## src/rtl/stripes_bit_serializer.sv

```systemverilog
// stripes_bit_serializer
// Transmit side of the PE_stripes bit-serial link. Whole activation vectors are
// accepted over valid/ready into an active/shadow pair of entries and streamed
// MSB first, one bit of every lane per beat, at a per-vector precision p.
// B and the initial sum of the active entry are held for the whole burst.
`timescale 1ns/1ps

module stripes_bit_serializer #(
   parameter  int N         = 4,
   parameter  int W         = 16,
   parameter  int MP        = 16,
   localparam int OUT_WIDTH = W + $clog2(N) + MP,
   localparam int PW        = $clog2(MP + 1)
) (
   input  logic                 clk,
   input  logic                 rst,
   input  logic                 i_valid,
   output logic                 o_ready,
   input  logic [N*MP-1:0]      i_vec_a,
   input  logic [N*W-1:0]       i_vec_b,
   input  logic [OUT_WIDTH-1:0] i_initial_sum,
   input  logic [PW-1:0]        i_prec,
   input  logic                 i_ready,
   output logic                 o_valid,
   output logic                 o_is_msb,
   output logic                 o_is_lsb,
   output logic [N-1:0]         o_vec_a_bits,
   output logic [N*W-1:0]       o_vec_b,
   output logic [OUT_WIDTH-1:0] o_initial_sum,
   output logic                 o_busy
);

   localparam int JW = (MP > 1) ? $clog2(MP) : 1;

   typedef enum logic {IDLE, STREAM} state_t;

   typedef struct packed {
      logic [N*MP-1:0]      a;
      logic [N*W-1:0]       b;
      logic [OUT_WIDTH-1:0] sum;
      logic [PW-1:0]        prec;   // normalised to 1..MP
   } entry_t;

   state_t        state, state_n;
   entry_t        act, shd, in_entry;
   logic          shd_full;
   logic [JW-1:0] j;

   logic accept, beat_fire, last_beat;
   logic load_from_in, load_from_shd, shd_load, shd_clear;

   assign o_ready   = !shd_full;
   assign accept    = i_valid && o_ready;
   assign beat_fire = (state == STREAM) && i_ready;
   assign last_beat = beat_fire && (j == '0);

   // Build the incoming entry; precision 0 (or anything above MP) means full MP bits.
   always_comb begin
      in_entry.a    = i_vec_a;
      in_entry.b    = i_vec_b;
      in_entry.sum  = i_initial_sum;
      in_entry.prec = i_prec;
      if (i_prec == '0 || i_prec > PW'(MP)) begin
         in_entry.prec = PW'(MP);
      end
   end

   // Next-state decode: decide which entry (if any) becomes active and whether the shadow fills.
   always_comb begin
      // NOTE: every always_comb output gets a default first so no path leaves it unassigned (no latch).
      state_n       = state;
      load_from_in  = 1'b0;
      load_from_shd = 1'b0;
      shd_load      = 1'b0;
      shd_clear     = 1'b0;
      case (state)
         IDLE: begin
            if (accept) begin
               load_from_in = 1'b1;
               state_n      = STREAM;
            end
         end
         STREAM: begin
            if (last_beat) begin
               if (shd_full) begin
                  load_from_shd = 1'b1;
                  shd_clear     = 1'b1;
               end else if (accept) begin
                  load_from_in = 1'b1;
               end else begin
                  state_n = IDLE;
               end
            end else if (accept) begin
               shd_load = 1'b1;
            end
         end
         default: state_n = IDLE;
      endcase
   end

   // State register.
   always_ff @(posedge clk or posedge rst) begin
      // NOTE: sequential state uses non-blocking assignments so all flops update from pre-edge values.
      if (rst) state <= IDLE;
      else     state <= state_n;
   end

   // Active/shadow entries and the beat counter.
   always_ff @(posedge clk or posedge rst) begin
      // NOTE: the entry payloads are reset as well; a reset mid-burst must discard both entries outright.
      if (rst) begin
         act      <= '0;
         shd      <= '0;
         shd_full <= 1'b0;
         j        <= '0;
      end else begin
         if (load_from_in) begin
            act <= in_entry;
            j   <= JW'(in_entry.prec - 1'b1);
         end else if (load_from_shd) begin
            act <= shd;
            j   <= JW'(shd.prec - 1'b1);
         end else if (beat_fire) begin
            j <= j - 1'b1;
         end

         if (shd_load) begin
            shd      <= in_entry;
            shd_full <= 1'b1;
         end else if (shd_clear) begin
            shd_full <= 1'b0;
         end
      end
   end

   // Beat outputs: driven from the active entry while streaming, all zero when idle.
   always_comb begin
      logic [MP-1:0] lane_a;
      o_valid       = 1'b0;
      o_busy        = 1'b0;
      o_is_msb      = 1'b0;
      o_is_lsb      = 1'b0;
      o_vec_a_bits  = '0;
      o_vec_b       = '0;
      o_initial_sum = '0;
      lane_a        = '0;
      if (state == STREAM) begin
         o_valid       = 1'b1;
         o_busy        = 1'b1;
         o_is_msb      = (j == JW'(act.prec - 1'b1));
         o_is_lsb      = (j == '0);
         o_vec_b       = act.b;
         o_initial_sum = act.sum;
         for (int i = 0; i < N; i++) begin
            lane_a          = act.a[i*MP +: MP];
            o_vec_a_bits[i] = lane_a[j];
         end
      end
   end

endmodule
```

## config.mk

```make
export PLATFORM = sky130hd
export DESIGN_NAME = stripes_bit_serializer
export DESIGN_NICKNAME = d
export VERILOG_FILES = /design/src/rtl/stripes_bit_serializer.sv
export SDC_FILE = /design/constraint.sdc
export NUM_CORES = 1
export LEC_CHECK = 0
export CAP_MARGIN = 20
export CELL_PAD_IN_SITES_DETAIL_PLACEMENT = 0
export CELL_PAD_IN_SITES_GLOBAL_PLACEMENT = 1
export CORE_AREA = 2 2 247 249
export CTS_BUF_LIST = sky130_fd_sc_hd__clkbuf_4
export CTS_CLUSTER_SIZE = 28
export DETAILED_ROUTE_END_ITERATION = 10
export DIE_AREA = 0 0 249 251
export PLACE_DENSITY_LB_ADDON = 0.1
export SETUP_SLACK_MARGIN = 0.15
export SYNTH_ARGS = -nofsm -noshare
export SYNTH_HDL_FRONTEND = slang
export SYNTH_SLANG_ARGS = --single-unit
export TNS_END_PERCENT = 1
```

## constraint.sdc

```tcl
create_clock -name clk -period 24.4 [get_ports clk]
set_input_delay 4.88 -clock clk [delete_from_list [all_inputs] [get_ports clk]]
set_output_delay 4.88 -clock clk [all_outputs]
set_load 0.05 [all_outputs]
```

; After elaboration in Yosys (flattened, before gate mapping)
; Index checks and enable logic that the tools add are counted.
[op_classes]
addsub = 4
mul = 0
div = 0
n_lt_le_gt_ge = 2
n_eq_ne = 1
shift = 0
n_mux = 34
bitwise_logic = 1
n_reduce_logical = 10
[ops]
columns = op, count
row1 = two-way mux 167 bit, 2
row2 = two-way mux 64 bit, 1
row3 = two-way mux 34 bit, 1
row4 = two-way mux 1 bit, 19
row5 = binary-select mux 1 bit (select 4 bit), 4
row6 = two-way mux 4 bit, 4
row7 = "subtractor 4 x 1 -> 4 bit, second input constant", 4
row8 = "greater-than comparator 5 bit, second input constant", 1
row9 = zero test 5 bit, 1
row10 = "< comparator 4 x 5 -> 1 bit, second input constant", 1
row11 = two-way mux 5 bit, 1
row12 = equality test 4 bit, 1
row13 = zero test 4 bit, 1
row14 = case mux 1 bit (2 select lines), 2
row15 = nonzero test 2 bit, 2
row16 = logical AND 1 bit, 3
row17 = nonzero test 3 bit, 1
row18 = zero test 1 bit, 1
row19 = logical OR 1 bit, 1
row20 = inverter 1 bit, 1
[totals]
ff_bits = 339
latch_bits = 0
ramBits = 0
mem_bits_ro = 0
inputBits = 171
out_inout_bits = 107
elab_cells = 63
n_memories = 0

; Depth between registers and ports, before layout
[depth]
ltp_word = 7
mapped_depth = 9
depth_no_buf = 7

; Worst setup path before layout
; OpenSTA, ideal clock, no wires.
[synth_timing]
path_type = flip-flop to output port
from = register state
to = output o_is_msb
arrival_ps = 3695
t_required_ps = 19520
slack_ps = 15825
path_stages_with_launch = 5
n_path_buf = 2
path_cell_list = dfrtp_1 clkbuf_1 clkbuf_1 o211ai_1 a2111oi_0
[synth_via]
elab_chain_cells = 1
[synth_lines]
columns = element, line
row1 = from (decl), 44  ; state_t state, state_n;
row2 = from (signal assigned), 105  ; else state <= state_n;
row3 = two-way mux 1 bit, 147  ; if (state == STREAM) begin
row4 = to (decl), 25  ; output logic o_is_msb,
; No other way between the ends.

; Worst setup path in the final report
[layout_timing]
from = register j[1]
to = output o_vec_a_bits[3]
[layout_via]
elab_chain_cells = 3
[layout_lines]
columns = element, line
row1 = from (decl), 47  ; logic [JW-1:0] j;
row2 = from (signal assigned), 119  ; j <= JW'(in_entry.prec - 1'b1);
row3 = from (signal assigned), 122  ; j <= JW'(shd.prec - 1'b1);
row4 = from (signal assigned), 124  ; j <= j - 1'b1;
row5 = binary-select mux 1 bit (select 4 bit), 156  ; o_vec_a_bits[i] = lane_a[j];
row6 = two-way mux 1 bit (not written as such), 156
row7 = two-way mux 4 bit, 147
row8 = to (decl), 27  ; output logic [N-1:0] o_vec_a_bits,
; No other way between the ends. The select of a mux whose other input is x is not followed.

==> impl_metrics.ini <==
[sta]
hold_ws_ns = 0.443
worst_pin_slew_ns = 1.07
setup_viol = 0
min_period_over_period = 0.350
period_needed_ns = 8.54
slew_headroom = 0.286
maxSlewViolCount = 0
hold_violations = 0
timing.fmax_mhz = 117
rsz0062_at_grt = no
skew_ns = 0.0325
setup-tns-final_ns = 0

[yosys]
syn_avg_cell_area_um2 = 9.11
synth_cells = 1621
synthFlopType = dfrtp_1
ys_ff_latch = 338
synthSimpleGateAreaFrac = 0.262
synth_top_family_by_area = simple AND/OR/NAND/NOR gates
synthXorXnorAreaFrac = 0.00297
synth-compound-area-share = 0.0960
async_flop_share = 1.00
synth_edf_count = 0
ys_seq_area_frac = 0.573
synth_mux_area_frac = 0.0340
syn_area_um2 = 14800
syn_nets = 1794
yosys_warnings = 0
synth_area_leaders = dfrtp_1 (57%), nand2_1 (21%), a22oi_1 (8.2%)
synth_top_area_frac = 0.573
netlist-cell-type-count = 39
synthAdderAreaFrac = 0.00169
yosysTopAreaCell = dfrtp_1

[flow_run]
maxCapViolCount = 0

[cells_and_area]
num-nets-final = 2085
drive_above_1_share = 0.0993
n_fill_cell = 6321
area_growth_pct = 31.5
fin_cells = 2754
fin_util = 0.325

[detailed_routing]
vias_per_cell = 4.48
drtPass1Iterations = 4
num_vias = 12400
drc = 0
ant_nets = 0
wl_per_cell_um = 18.0
drtIter0Drc = 621
routed_wirelength_um = 49600

[clock_network]
clk_latency_ns = 0.84
cts-htree-levels = 3
cts_tree = built
cts_hold_buf = 0
cts_max_path_buffers = 3
cts_buffers = 102
path_clk_slew_ns = 0.06
cts_root_buffer = clkbuf_4
cts_resized = 0
post_cts_buffers = 0
clock_sinks = 338

[setup_path]
crit_path_top_delay_cell = clkdlybuf4s50_1
path_buf_inv = 2
endpoint_kind = output pin
path_cells = buf_4 > mux4_2 > mux4_2 > and2_1 > clkdlybuf4s50_1
reg2reg_from = j[1]
cpMostUsedCell = mux4_2
start_kind = register
r2r.worst_path.cells = 8
max_stage_delay_ns = 0.71
crit_arrival_ns = 3.66
cp_top_family = buffers and inverters
required_ns = 19.52
crit_fanout = 14
r2r_end = act[3]
r2r_slack_ns = 20.28
worstSetupPathType = register to output pin

[power_and_ir_drop]
p_total_mw = 2.65
total_leakage_power_nw = 9.45
power.density_nw_per_um2 = 136
irDropWorstVdd_mv = 0.0533

[global_routing]
busiest_layer = met2
grtUsageMet1 = 0.207
track_usage = 0.160
met3_usage = 0.0392
antenna_found_initial = 8
gr-total-overflow = 0
grt_max_degree = 115
grt_pass1_vias = 12800
grtUsageMet2 = 0.261
grt_first_pass_wirelength_um = 77300

[floorplanning]
row_count = 90
initial_utilization = 0.247
die_x_um = 249
dieArea_um2 = 62500
io_pins = 278
core_um2 = 59800
die_y_um = 251

[hold_path]
min_to = act[153]
hp-start = shd[153]
min_delay_path_depth = 2
holdCritPathClass = register to register

[placed_design]
io_buffers = 277
dp_hpwl_um = 28900
place.gp.congestion = 0.706
dpl.cell_count = 2590

[run_status]
outcome = complete, no violations
## kinds of logic (layout without fill, tap and decap cells)
family	after synthesis	after routing
AND/OR/NAND/NOR	946	946
AO/OA/AOI/OAI	190	190
adder cells (fa/ha/maj)	2	2
buffers and inverters	115	458
XOR/XNOR	5	5
other	0	8
multiplexers	25	25
flip-flops	338	338
## final cells by class
type,count,area [um2],area share
sequential,338,8460,0.436
multi-input combinational,1168,5890,0.303
timing repair buffer,296,2920,0.150
clock buffer,143,1070,0.0553
tap,782,978,0.0504
clock inverter,13,52.6,0.00271
inverter,6,30.0,0.00155
antenna,8,20.0,0.00103
## worst max-delay path by stage
stage	start	depth (start not counted)	to
6_report	j[1]	5	o_vec_a_bits[3]
5_1_grt	j[3]	4	o_is_msb
4_1_cts	j[3]	4	o_is_msb
3_5_place_dp	i_valid	8	j[2]
3_3_place_gp	i_valid	8	j[2]
2_1_floorplan	rst	1	act[0]
## metal layers
layer | wire, um | part of all wire | vias to the layer above
met5 | 45 | 0.00091 | -
met4 | 1200 | 0.024 | 6
met3 | 2330 | 0.047 | 98
met2 | 23600 | 0.47 | 279
met1 | 22500 | 0.45 | 6060
li1 | - | - | 5907
## flip-flops by register name, indices dropped and copies added, names as in the netlist
signal,flops
act,166
shd_full,1
j,4
state,1
shd,166
## Yosys cell counts, drive strengths merged, types with 3 or more instances
cell / number
a21oi: 8
a22oi: 162
a31oi: 3
and2: 104
buf: 37
clkbuf: 72
dfrtp: 338
inv: 6
mux2i: 4
mux4: 20
nand2: 819
nand2b: 4
nor2: 8
o21ai: 4
xnor2: 4
## layout by cell type (no fill, tap or decap), drive strengths merged, types with 2 or more instances in the layout
| master | n |
|---|---|
| and2 | 104 |
| o21ai | 4 |
| a211oi | 2 |
| nand2b | 4 |
| nand3b | 2 |
| nor3 | 2 |
| mux2i | 4 |
| clkinv | 11 |
| nor2 | 8 |
| clkdlybuf4s50 | 277 |
| a31oi | 3 |
| xnor2 | 4 |
| ha | 2 |
| buf | 19 |
| a21oi | 8 |
| a21o | 2 |
| nor4bb | 2 |
| o21a | 2 |
| nand2 | 819 |
| mux4 | 20 |
| clkbuf | 143 |
| inv | 7 |
| a22oi | 162 |
| o31ai | 2 |
| diode | 8 |
| dfrtp | 338 |
| or4 | 2 |
| a221oi | 2 |
## power breakdown
part / internal, mW / leakage [nW] / total (mW) / switching, mW
logic: 0.449 / 4.42 / 1.15 / 0.705
registers: 0.831 / 4.35 / 0.983 / 0.152
clock network: 0.262 / 0.680 / 0.511 / 0.249
total: 1.54 / 9.45 / 2.65 / 1.11
## per-stage QoR
stage,worst slack [ns],instance area (um2)
after global placement,16.28,18300
after floorplan,10.15,14800
final,15.86,19400
after detailed placement,16.34,18300
after CTS,15.62,19400
after global routing,15.60,19400
## tightest hold or removal path, cell delays in order (launching register included)
cell	delay, ns
dfrtp_1	0.34
nand2_1	0.05
nand2_1	0.05
Power figures use the tool's default switching activity.
